===== src/rtl/bram_burst_arbiter.sv =====
// Round-robin block-transfer arbiter in front of one single-port BRAM.
// Optional critical-word-first reads: define BRAM_CTRL_CRITICAL_WORD_FIRST_EN.
`default_nettype none

module bram_burst_arbiter #(
  parameter int DATA_WIDTH         = 32,
  parameter int ADDR_WIDTH         = 16,
  parameter int BLOCK_OFFSET_WIDTH = 5,
  parameter int NUM_CH             = 2,
  parameter int RD_LATENCY         = 1
) (
  input  logic                             clk,
  input  logic                             rst_n,
  input  logic [NUM_CH-1:0]                ch_req,
  input  logic [NUM_CH-1:0]                ch_rw,
  input  logic [NUM_CH*ADDR_WIDTH-1:0]     ch_addr,
  input  logic [NUM_CH*DATA_WIDTH-1:0]     ch_wdata,
  output logic [NUM_CH-1:0]                ch_grant,
  output logic                             wdata_take,
  output logic [DATA_WIDTH-1:0]            rdata,
  output logic [BLOCK_OFFSET_WIDTH-1:0]    rdata_idx,
  output logic                             rdata_valid,
  output logic [NUM_CH-1:0]                ch_done,
  output logic                             ena,
  output logic                             wea,
  output logic [ADDR_WIDTH-1:0]            addra,
  output logic [DATA_WIDTH-1:0]            dina,
  input  logic [DATA_WIDTH-1:0]            douta
);

  localparam int BW   = BLOCK_OFFSET_WIDTH;
  localparam int TW   = ADDR_WIDTH - BW;
  localparam int CH_W = $clog2(NUM_CH);
  localparam logic [BW-1:0] LAST_K = '1;

  typedef enum logic [2:0] {
    S_IDLE  = 3'd0,
    S_WRITE = 3'd1,
    S_READ  = 3'd2,
    S_DRAIN = 3'd3,
    S_DONE  = 3'd4
  } state_t;

  state_t                       state;
  logic [CH_W-1:0]              rr_ptr;
  logic [CH_W-1:0]              owner;
  logic [TW-1:0]                base_tag;
  logic [BW-1:0]                k;
  logic [BW-1:0]                off_k;
  logic [RD_LATENCY:0]          pipe_v;
  logic [RD_LATENCY:0]          pipe_last;
  logic [RD_LATENCY:0][BW-1:0]  pipe_idx;

  logic                         arb_found;
  logic [CH_W-1:0]              arb_sel;
  logic [CH_W-1:0]              cand;
  logic [TW-1:0]                sel_tag;
  logic [DATA_WIDTH-1:0]        owner_wdata;

  // Search starts one past the last winner so a busy channel cannot starve others.
  always_comb begin
    arb_found = 1'b0;
    arb_sel   = '0;
    cand      = '0;
    for (int i = 1; i <= NUM_CH; i++) begin
      cand = CH_W'((int'(rr_ptr) + i) % NUM_CH);
      if (!arb_found && ch_req[cand]) begin
        arb_found = 1'b1;
        arb_sel   = cand;
      end
    end
  end

  assign sel_tag     = ch_addr[int'(arb_sel)*ADDR_WIDTH + BW +: TW];
  assign owner_wdata = ch_wdata[int'(owner)*DATA_WIDTH +: DATA_WIDTH];
  assign wdata_take  = (state == S_WRITE);

`ifdef BRAM_CTRL_CRITICAL_WORD_FIRST_EN
  logic [BW-1:0] start_off;

  always_ff @(posedge clk) begin
    if (!rst_n) begin
      start_off <= '0;
    end else if (state == S_IDLE && arb_found) begin
      start_off <= ch_addr[int'(arb_sel)*ADDR_WIDTH +: BW];
    end
  end

  // Natural BW-bit wrap keeps the burst inside the block.
  assign off_k = start_off + k;
`else
  logic [NUM_CH*BW-1:0] unused_low_bits;

  always_comb begin
    unused_low_bits = '0;
    for (int i = 0; i < NUM_CH; i++) begin
      unused_low_bits[i*BW +: BW] = ch_addr[i*ADDR_WIDTH +: BW];
    end
  end

  assign off_k = k;
`endif

  always_ff @(posedge clk) begin
    if (!rst_n) begin
      state       <= S_IDLE;
      rr_ptr      <= '0;
      owner       <= '0;
      base_tag    <= '0;
      k           <= '0;
      pipe_v      <= '0;
      pipe_last   <= '0;
      pipe_idx    <= '0;
      ch_grant    <= '0;
      ch_done     <= '0;
      rdata       <= '0;
      rdata_idx   <= '0;
      rdata_valid <= 1'b0;
      ena         <= 1'b0;
      wea         <= 1'b0;
      addra       <= '0;
      dina        <= '0;
    end else begin
      ch_done <= '0;

      // Read-beat tracker: stage RD_LATENCY lines up with douta for that beat.
      pipe_v[0]    <= (state == S_READ);
      pipe_last[0] <= (state == S_READ) && (k == LAST_K);
      pipe_idx[0]  <= off_k;
      for (int i = 1; i <= RD_LATENCY; i++) begin
        pipe_v[i]    <= pipe_v[i-1];
        pipe_last[i] <= pipe_last[i-1];
        pipe_idx[i]  <= pipe_idx[i-1];
      end
      rdata_valid <= pipe_v[RD_LATENCY];
      if (pipe_v[RD_LATENCY]) begin
        rdata     <= douta;
        rdata_idx <= pipe_idx[RD_LATENCY];
      end

      case (state)
        S_IDLE: begin
          ena <= 1'b0;
          wea <= 1'b0;
          if (arb_found) begin
            owner    <= arb_sel;
            rr_ptr   <= arb_sel;
            ch_grant <= NUM_CH'(1) << arb_sel;
            base_tag <= sel_tag;
            k        <= '0;
            state    <= ch_rw[arb_sel] ? S_WRITE : S_READ;
          end
        end
        S_WRITE: begin
          ena   <= 1'b1;
          wea   <= 1'b1;
          addra <= {base_tag, k};
          dina  <= owner_wdata;
          k     <= k + 1'b1;
          if (k == LAST_K) begin
            state   <= S_DONE;
            ch_done <= ch_grant;
          end
        end
        S_READ: begin
          ena   <= 1'b1;
          wea   <= 1'b0;
          addra <= {base_tag, off_k};
          k     <= k + 1'b1;
          if (k == LAST_K) begin
            state <= S_DRAIN;
          end
        end
        S_DRAIN: begin
          ena <= 1'b0;
          if (pipe_v[RD_LATENCY] && pipe_last[RD_LATENCY]) begin
            state   <= S_DONE;
            ch_done <= ch_grant;
          end
        end
        S_DONE: begin
          ena      <= 1'b0;
          wea      <= 1'b0;
          ch_grant <= '0;
          state    <= S_IDLE;
        end
        default: state <= S_IDLE;
      endcase
    end
  end

endmodule

`default_nettype wire


===== config.mk =====
export PLATFORM = sky130hd
export DESIGN_NAME = bram_burst_arbiter
export DESIGN_NICKNAME = d
export VERILOG_FILES = /design/src/rtl/bram_burst_arbiter.sv
export SDC_FILE = /design/constraint.sdc
export NUM_CORES = 1
export LEC_CHECK = 0
export ABC_AREA = 1
export CAP_MARGIN = 30
export CORE_ASPECT_RATIO = 2
export CORE_MARGIN = 2
export CORE_UTILIZATION = 43
export CTS_CLUSTER_SIZE = 30
export DETAILED_ROUTE_END_ITERATION = 8
export PLACE_DENSITY = 0.88
export REMOVE_ABC_BUFFERS = 1
export SYNTH_ARGS = -nofsm -noshare
export SYNTH_HDL_FRONTEND = slang
export SYNTH_SLANG_ARGS = --single-unit

===== constraint.sdc =====
create_clock -name clk -period 2.7 [get_ports clk]
set_input_delay 0.405 -clock clk [delete_from_list [all_inputs] [get_ports clk]]
set_output_delay 0.405 -clock clk [all_outputs]
set_load 0.01 [all_outputs]

==> impl_metrics.ini, run 1 <==
[outcome]
outcome = complete, no violations

[timing]
fmax_mhz = 487
setup_viol = 0
worst_slack_ns = 0.648
slew_viol_final = 0
fin_worst_skew_ns = 0.00568
fin_setup_tns_ns = 0
period_share_pct = 76.0
tightest_slew_ns = 0.663
rsz0062_at_grt = false
maxSlewHeadroom_pct = 55.7
period_needed_ns = 2.05
hold_viol_final = 0

[power]
internal_power_w = 0.00488
p_leak_nw = 3.23
netSwitchingFraction_pct = 33.3
clockPowerShare_pct = 31.8
powerDensity_nw_per_um2 = 962
ir_drop_v = 0.000743
combPwrFrac_pct = 33.3
p_sw_w = 0.00244
seq_power_share_pct = 34.9
total_power_w = 0.00732

[yosys]
ys_ff_latch = 126
netlist_instances = 632
synth-seq-area-share_pct = 52.4
yosys_warnings = 0
netlist_area_um2 = 4810
syn_area_per_cell_um2 = 7.61
synthDistinctLibCells = 29

[placement]
place_congestion = 0.838
hpwl_um = 9370
placedCellCount = 952
preCtsSetupSlack_ns = 0.601
numPortBuffers = 216

[worst_hold_path]
hold_class = register to register

[critical_path]
rr_startpoint = state[0]
worstSetupEndpointType = output pin
r2r_slack_ns = 0.92
r2r_end = state[2]
crit_path_start_kind = register
critPathRequiredTime_ns = 2.30
r2r_cells = 8
crit_path_max_fanout = 4
worstSetupPathType = register to output pin
worstSetupEndpoint = wdata_take
crit_start = state[0]
arrival_ns = 1.65

[grt]
grt-ovfl-total = 0
grt_start_max_net_pins = 103
met2_usage_pct = 42.0
grt_pass1_wl_um = 22500
grt_pass1_vias = 4854
use_met1_pct = 23.6
gr-usage-all-layers_pct = 23.3
grtUsageMet3_pct = 5.75
busiest_layer = met2
antenna_found_initial = 0

[drt]
routed_wl_um = 13800
drt-wirelength-per-cell_um = 14.0
drc = 0
dr.pass1.iters = 4
dr.first_iter.drc_count = 193
vias = 4910
via_per_inst = 4.99
ant_nets = 0

[die]
core_um2 = 10900
rows = 54
die_width_um = 78.8
initial_core_util_pct = 44.2
die_h_um = 154
io_pins = 227
dieArea_um2 = 12100

[clock_network]
cts_tree = built
h-tree-depth = 4
ctsHoldBuffers = 0
postCtsResizedCells = 0
cts_root_buffer = clkbuf_16
cts_setup_buffers = 0
clockBufferDepth = 2
numCtsBuffers = 17
insertion_delay_ns = 0.41
clock-sinks = 126
clk_pin_slew_ns = 0.06

[layout]
layout-drive-gt1-share_pct = 6.52
area_delta_synth_final_pct = 58.1
diodes = 0
final_cells = 984
final_nets = 967

[job]
cap_violations = 0
[worst max-delay path, stage by stage, from the launching register on]
cell and delay [ns]:
dfxtp_1 0.38, nand2_1 0.14, nor2_4 0.16, clkdlybuf4s50_1 0.56
[cell usage in the layout (no fill, tap or decap), types with 5 or more instances in the layout]
cell type        netlist  final
clkbuf_16              0     17
inv_2                  5      5
clkdlybuf4s50_1        0    215
o21ai_0               88     88
a31oi_1               32     32
nor2_1               133    133
inv_1                 24     24
nand2_1              114    114
inv_6                  1      7
buf_4                  4      5
dfxtp_1              126    126
a21oi_1               28     28
nand3_1               18     18
[flip-flops by register name, summed over array words and instances, names as in the netlist]
name and cells:
addra 16, rdata 32, pipe_last 2, pipe_v 2, pipe_idx 10, base_tag 11
ena 1, dina 32, ch_grant 2, state 3, k 5, owner 1
rdata_valid 1, rdata_idx 5, ch_done 2, wea 1
[metal layers]
metal	vias up	part of all wire [%]	wire (um)
li1	2464	-	-
met1	2204	36	5040
met2	194	52	7200
met3	48	6.6	904
met4	0	4.8	657
met5	-	0	0
[through the flow]
stage / instance area, um^2 / hold slack, ns / utilization (%)
after floorplan: 4600 / 0.390 / -
after global placement: 7000 / 0.392 / 64.3
after detailed placement: 7000 / 0.397 / 64.3
after CTS: 7610 / 0.411 / 69.9
after global routing: 7610 / 0.427 / 69.9
final: 7610 / 0.410 / 69.9
[cells in the mapped netlist]
library cell	count	area (um^2)
o221ai_1	1	8.76
nand3b_1	1	7.51
nand3_2	1	10.0
or2_2	1	6.26
inv_6	1	8.76
o2bb2ai_1	1	8.76
a21boi_0	1	7.51
a31oi_1	32	200
nor2_1	133	499
o21ai_1	2	10.0
buf_2	10	50.1
buf_4	4	30.0
inv_1	24	90.1
dfxtp_1	126	2520
clkbuf_1	21	78.8
xor2_1	1	8.76
nand3_1	18	90.1
nand2_2	3	18.8
ha_1	2	25.0
nand2_4	2	22.5
o21ai_0	88	440
buf_6	3	33.8
nor2_2	3	18.8
buf_1	4	15.0
a21oi_1	28	140
nor3_1	1	5.00
inv_2	5	18.8
o211ai_1	1	7.51
nand2_1	114	428
[power groups by stage]
stage	Sequential [W]	Combinational, W	Clock [W]
after floorplan	0.00277	0.000959	0
after global placement	0.00257	0.00240	0
after detailed placement	0.00258	0.00244	0
after CTS	0.00255	0.00246	0.00237
after global routing	0.00260	0.00271	0.00244
final	0.00255	0.00244	0.00232
[area by class of cell]
cell class                 instances  area, um^2
clock buffer                      18         439
clock inverter                    14         169
fill                             841        3270
inverter                          30         118
multi-input combinational        434        1970
sequential                       126        2520
tap                              140         175
timing repair buffer             222        2210
[cells by family after synthesis]
kind of cell    after synthesis  share of synthesized area [%]
compound gates              154                           17.1
flops                       126                           52.4
buf+inv                      72                           6.76
xor+xnor                      1                          0.182
fa+ha+maj                     2                          0.520
simple gates                277                           23.0
[worst min-delay path by stage]
stage / from / to / depth (start not counted) / slack [ns]
4_1_cts: pipe_v[0] / pipe_v[1] / 2 / 0.41
2_1_floorplan: pipe_idx[0] / pipe_idx[5] / 2 / 0.39
5_1_grt: pipe_v[0] / pipe_v[1] / 2 / 0.43
3_3_place_gp: pipe_v[0] / pipe_v[1] / 2 / 0.39
3_5_place_dp: pipe_v[0] / pipe_v[1] / 2 / 0.40
6_report: pipe_last[0] / pipe_last[1] / 2 / 0.41
Note: power is estimated with default switching activity, not from simulation.
==> run 2: changes to the inputs <==
--- a/config.mk
+++ b/config.mk
@@ -9,10 +9,10 @@
 export CAP_MARGIN = 30
 export CORE_ASPECT_RATIO = 2
 export CORE_MARGIN = 2
-export CORE_UTILIZATION = 43
+export CORE_UTILIZATION = 37
 export CTS_CLUSTER_SIZE = 30
 export DETAILED_ROUTE_END_ITERATION = 8
-export PLACE_DENSITY = 0.88
+export PLACE_DENSITY = 0.8
 export REMOVE_ABC_BUFFERS = 1
 export SYNTH_ARGS = -nofsm -noshare
 export SYNTH_HDL_FRONTEND = slang
==> constraint.sdc (replaced) <==
create_clock -name clk -period 1.84 [get_ports clk]
set_input_delay 0.276 -clock clk [delete_from_list [all_inputs] [get_ports clk]]
set_output_delay 0.276 -clock clk [all_outputs]
set_load 0.01 [all_outputs]
==> impl_metrics.ini, run 2 (synthesized netlist as in run 1, its figures left out) <==
[power]
ir_drop_v = 0.000948
p_leak_nw = 3.24
total_power_w = 0.0106
powerDensity_nw_per_um2 = 1390

[critical_path]
r2r_end = ch_done[0]
rr_startpoint = k[0]
crit_path_start_kind = register
worstSetupEndpointType = output pin
critPathRequiredTime_ns = 1.56
worstSetupPathType = register to output pin
arrival_ns = 1.40
cp_cell_sequence = nand2_1, nor2_4, dlygate4sd2_1
crit_family = flip-flops
worst_path_max_delay_cell = dfxtp_1
crit_path_max_fanout = 4
r2r_slack_ns = 0.23
critPathMaxStageDelay_ns = 0.39
r2r_cells = 10
crit_buf_inv = 1

[die]
die_width_um = 84.6
die_h_um = 165
rows = 59
core_um2 = 12800
initial_core_util_pct = 37.5
io_pins = 227
dieArea_um2 = 14000

[drt]
dr.pass1.iters = 5
drt-wirelength-per-cell_um = 13.9
drc = 0
dr.first_iter.drc_count = 202
vias = 4982
routed_wl_um = 13900
ant_nets = 0
via_per_inst = 4.98

[grt]
grt_start_max_net_pins = 99
grt_pass1_wl_um = 22600
grt-ovfl-total = 0
grt_pass1_vias = 4699
gr-usage-all-layers_pct = 19.8
antenna_found_initial = 0

[timing]
timing.hold.ws_ns = 0.172
tightest_slew_ns = 0.600
rsz0062_at_grt = false
period_needed_ns = 1.68
fin_worst_skew_ns = 0.0106
fmax_mhz = 596
setup_viol = 0
hold_viol_final = 0
period_share_pct = 91.2
maxSlewHeadroom_pct = 60.0
slew_viol_final = 0

[clock_network]
cts_setup_buffers = 0
ctsHoldBuffers = 0
clock-sinks = 126
clk_pin_slew_ns = 0.06
cts_root_buffer = clkbuf_16
clockBufferDepth = 2
cts_tree = built
numCtsBuffers = 17
h-tree-depth = 4
insertion_delay_ns = 0.41

[layout]
top_regs = dina: 32 flops, rdata: 32 flops, addra: 16 flops
final_cell_area_um2 = 7620
area_delta_synth_final_pct = 58.4
final_common_cell = clkdlybuf4s50_1
layout-drive-gt1-share_pct = 7.19
diodes = 0
mostFrequentLayoutCells = 214 x clkdlybuf4s50_1, 133 x nor2_1, 124 x dfxtp_1
final_nets = 971

[worst_hold_path]
holdPathStages = 3
hp-start = rst_n
whs_endpoint = addra[10]
hold_class = input port to register

[placement]
numPortBuffers = 216
place_congestion = 0.825
hpwl_um = 9560
dpl_cell_area_um2 = 7060

[outcome]
outcome = complete, no violations

[job]
cap_violations = 0
[run 2: changes by cell type in the layout (fill, tap and decap cells not counted), moves of 2 or more]
cell / previous run / this run
buf_4: 5 / 8
bufinv_16: 2 / 0
dfxtp_1: 126 / 124
dfxtp_2: 0 / 2
inv_8: 2 / 4
[run 2: routing by layer]
layer,global-route usage [%],vias up,share of wire (%)
li1,-,2473,-
met1,24.9,2270,42
met2,32.7,229,47
met3,5.77,10,10
met4,6.42,0,0.93
met5,0,-,0
[run 2: where the power goes]
part / switching, W / total, W / internal [W]
Sequential: 0.000378 / 0.00378 / 0.00340
Clock: 0.00139 / 0.00318 / 0.00179
Combinational: 0.00192 / 0.00364 / 0.00172
Total: 0.00368 / 0.0106 / 0.00692
[run 2: stage by stage]
| step | TNS, ns | std cells | util [%] | worst slack (ns) |
|---|---|---|---|---|
| 6_report | 0 | 1000 | 59.3 | 0.162 |
| 5_1_grt | 0 | 1000 | 59.3 | 0.0292 |
| 4_1_cts | 0 | 1000 | 59.3 | 0.149 |
| 3_5_place_dp | 0 | 968 | 54.9 | 0.171 |
| 3_3_place_gp | 0 | 968 | 54.9 | 0.215 |
| 2_1_floorplan | -8.91 | 590 | - | -0.277 |
[run 2: final cells by class]
| class | instances | area, um^2 |
|---|---|---|
| fill | 1097 | 5220 |
| sequential | 126 | 2520 |
| timing repair buffer | 226 | 2260 |
| multi-input combinational | 434 | 1970 |
| clock buffer | 17 | 425 |
| tap | 152 | 190 |
| clock inverter | 15 | 140 |
| inverter | 30 | 118 |
[run 2: worst max path at each step]
| stage | from | end | slack [ns] | depth (start not counted) |
|---|---|---|---|---|
| finish | state[0] | wdata_take | 0.16 | 3 |
| global route | k[0] | ch_done[0] | 0.03 | 10 |
| CTS | state[0] | wdata_take | 0.15 | 3 |
| detailed placement | ch_req[1] | ch_grant[0] | 0.17 | 7 |
| global placement | ch_req[0] | k[0] | 0.21 | 8 |
| floorplan | state[0] | state[2] | -0.28 | 7 |
[run 2: worst reg2reg max path: stages, from the launching register on]
cell and delay, ns:
dfxtp_2 0.37, ha_1 0.18, nand2_1 0.08, nor2_1 0.10, ha_1 0.19, inv_1 0.08
nand3_1 0.08, nand2_1 0.10, nor2_1 0.15, nand2_1 0.12, nor2_1 0.11
[run 2: repair_timing]
action / CTS / global route
resized for setup: 1 / 2
pin swaps: 0 / 0
setup endpoints to repair: 1 / 4
==> run 3: changes to the inputs <==
==> constraint.sdc (replaced) <==
create_clock -name clk -period 1.84 [get_ports clk]
set_input_delay 0.276 -clock clk [delete_from_list [all_inputs] [get_ports clk]]
set_output_delay 0.276 -clock clk [all_outputs]
set_load 0.1 [all_outputs]
==> impl_metrics.ini, run 3 (synthesized netlist as in run 1, its figures left out) <==
[outcome]
outcome = complete, no violations

[power]
netSwitchingFraction_pct = 51.2
clockPowerShare_pct = 23.9
p_sw_w = 0.00739
p_leak_nw = 3.45
ir_drop_v = 0.00194
powerDensity_nw_per_um2 = 1930
seq_power_share_pct = 26.3
combPwrFrac_pct = 49.9
internal_power_w = 0.00705

[drt]
vias = 4899
drc = 0
routed_wl_um = 14000
dr.pass1.iters = 4
drt-wirelength-per-cell_um = 13.9
dr.first_iter.drc_count = 149
ant_nets = 0
via_per_inst = 4.88

[clock_network]
insertion_delay_ns = 0.41
h-tree-depth = 4
cts_setup_buffers = 0
cts_root_buffer = clkbuf_16
clock-sinks = 126
postCtsResizedCells = 0
numCtsBuffers = 17
clk_pin_slew_ns = 0.06
clockBufferDepth = 2
ctsHoldBuffers = 0
cts_tree = built

[placement]
preCtsSetupSlack_ns = 0.164
hpwl_um = 9960
place_congestion = 0.817
numPortBuffers = 216

[grt]
antenna_found_initial = 0
grt_pass1_wl_um = 21800
grt-ovfl-total = 0
grt_pass1_vias = 4506
grt_start_max_net_pins = 48
gr-usage-all-layers_pct = 19.4

[critical_path]
worstSetupEndpointType = output pin
worst_path_max_delay_cell = dfxtp_1
cp.depth = 3
crit_buf_inv = 1
critPathMaxStageDelay_ns = 0.39
crit_path_max_fanout = 4
r2r_cells = 10
r2r_slack_ns = 0.25
cp_cell_sequence = nand2_1, nor2_4, buf_12
critPathRequiredTime_ns = 1.56
worstSetupPathType = register to output pin
arrival_ns = 1.36
crit_family = flip-flops
crit_path_start_kind = register

[worst_hold_path]
holdPathStages = 4
hold_class = input port to register

[job]
cap_violations = 0

[timing]
setup_viol = 0
period_share_pct = 88.7
slew_viol_final = 0
hold_viol_final = 0
worst_slack_ns = 0.208
timing.hold.ws_ns = 0.379
rsz0062_at_grt = false
period_needed_ns = 1.63
tightest_slew_ns = 0.586
fmax_mhz = 613
fin_worst_skew_ns = 0.00696
maxSlewHeadroom_pct = 60.9

[layout]
seq_area_um2 = 2520
top_regs = dina: 32 flops, rdata: 32 flops, addra: 16 flops
final_common_cell = nor2_1
mostFrequentLayoutCells = 133 x nor2_1, 125 x dfxtp_1, 122 x clkdlybuf4s50_1
fillers = 1168
final_nets = 975
diodes = 0
layout-drive-gt1-share_pct = 18.4
multiInputGateArea_um2 = 1970
area_delta_synth_final_pct = 55.4

[die]
core_um2 = 12800
initial_core_util_pct = 37.5
rows = 59
io_pins = 227
dieArea_um2 = 14000
die_h_um = 165
die_width_um = 84.6
[run 3: routing by layer]
metal	share of wire, %	GRT usage, %	wire [um]	up-vias
met5	0	0	0	-
met2	47	33.0	6600	203
li1	-	-	-	2479
met3	9.7	6.81	1360	11
met4	1.1	5.34	153	0
met1	42	23.1	5870	2206
[run 3: cell type report]
| cell class | instances | area share, % |
|---|---|---|
| clock buffers | 17 | 5.69 |
| repair buffers | 230 | 27.6 |
| flip-flops and latches | 126 | 33.8 |
| clock inverters | 15 | 2.48 |
| well taps | 152 | 2.54 |
| inverters | 30 | 1.57 |
| multi-input cells | 434 | 26.3 |
[run 3: power by group through the flow]
stage	registers (W)	logic, W	clock network (W)
after floorplan	0.00769	0.00147	0
after global placement	0.00381	0.00715	0
after detailed placement	0.00384	0.00722	0
after CTS	0.00379	0.00724	0.00353
after global routing	0.00388	0.00758	0.00366
final	0.00379	0.00721	0.00345
[run 3: worst paths after layout]
path                   from         end
setup reg to reg       k[0]  ch_done[1]
hold / removal        rst_n  ch_done[0]
setup / recovery   state[0]  wdata_take
hold reg to reg   pipe_v[0]   pipe_v[1]
[run 3: tightest hold or removal path, delay by kind of cell]
kind / cells / cell delay (ns)
AND/OR/NAND/NOR: 2 / 0.13
buffers and inverters: 2 / 0.32
[run 3: metrics by stage]
| stage | instances | total power, W | setup TNS (ns) | util, % | instance area [um^2] |
|---|---|---|---|---|---|
| after floorplan | 590 | 0.00916 | -35.31 | - | 4600 |
| after global placement | 972 | 0.0110 | 0 | 53.4 | 6870 |
| after detailed placement | 972 | 0.0111 | 0 | 53.4 | 6870 |
| after CTS | 1004 | 0.0146 | 0 | 58.2 | 7480 |
| after global routing | 1004 | 0.0151 | 0 | 58.2 | 7480 |
| final | 1004 | 0.0144 | 0 | 58.2 | 7480 |
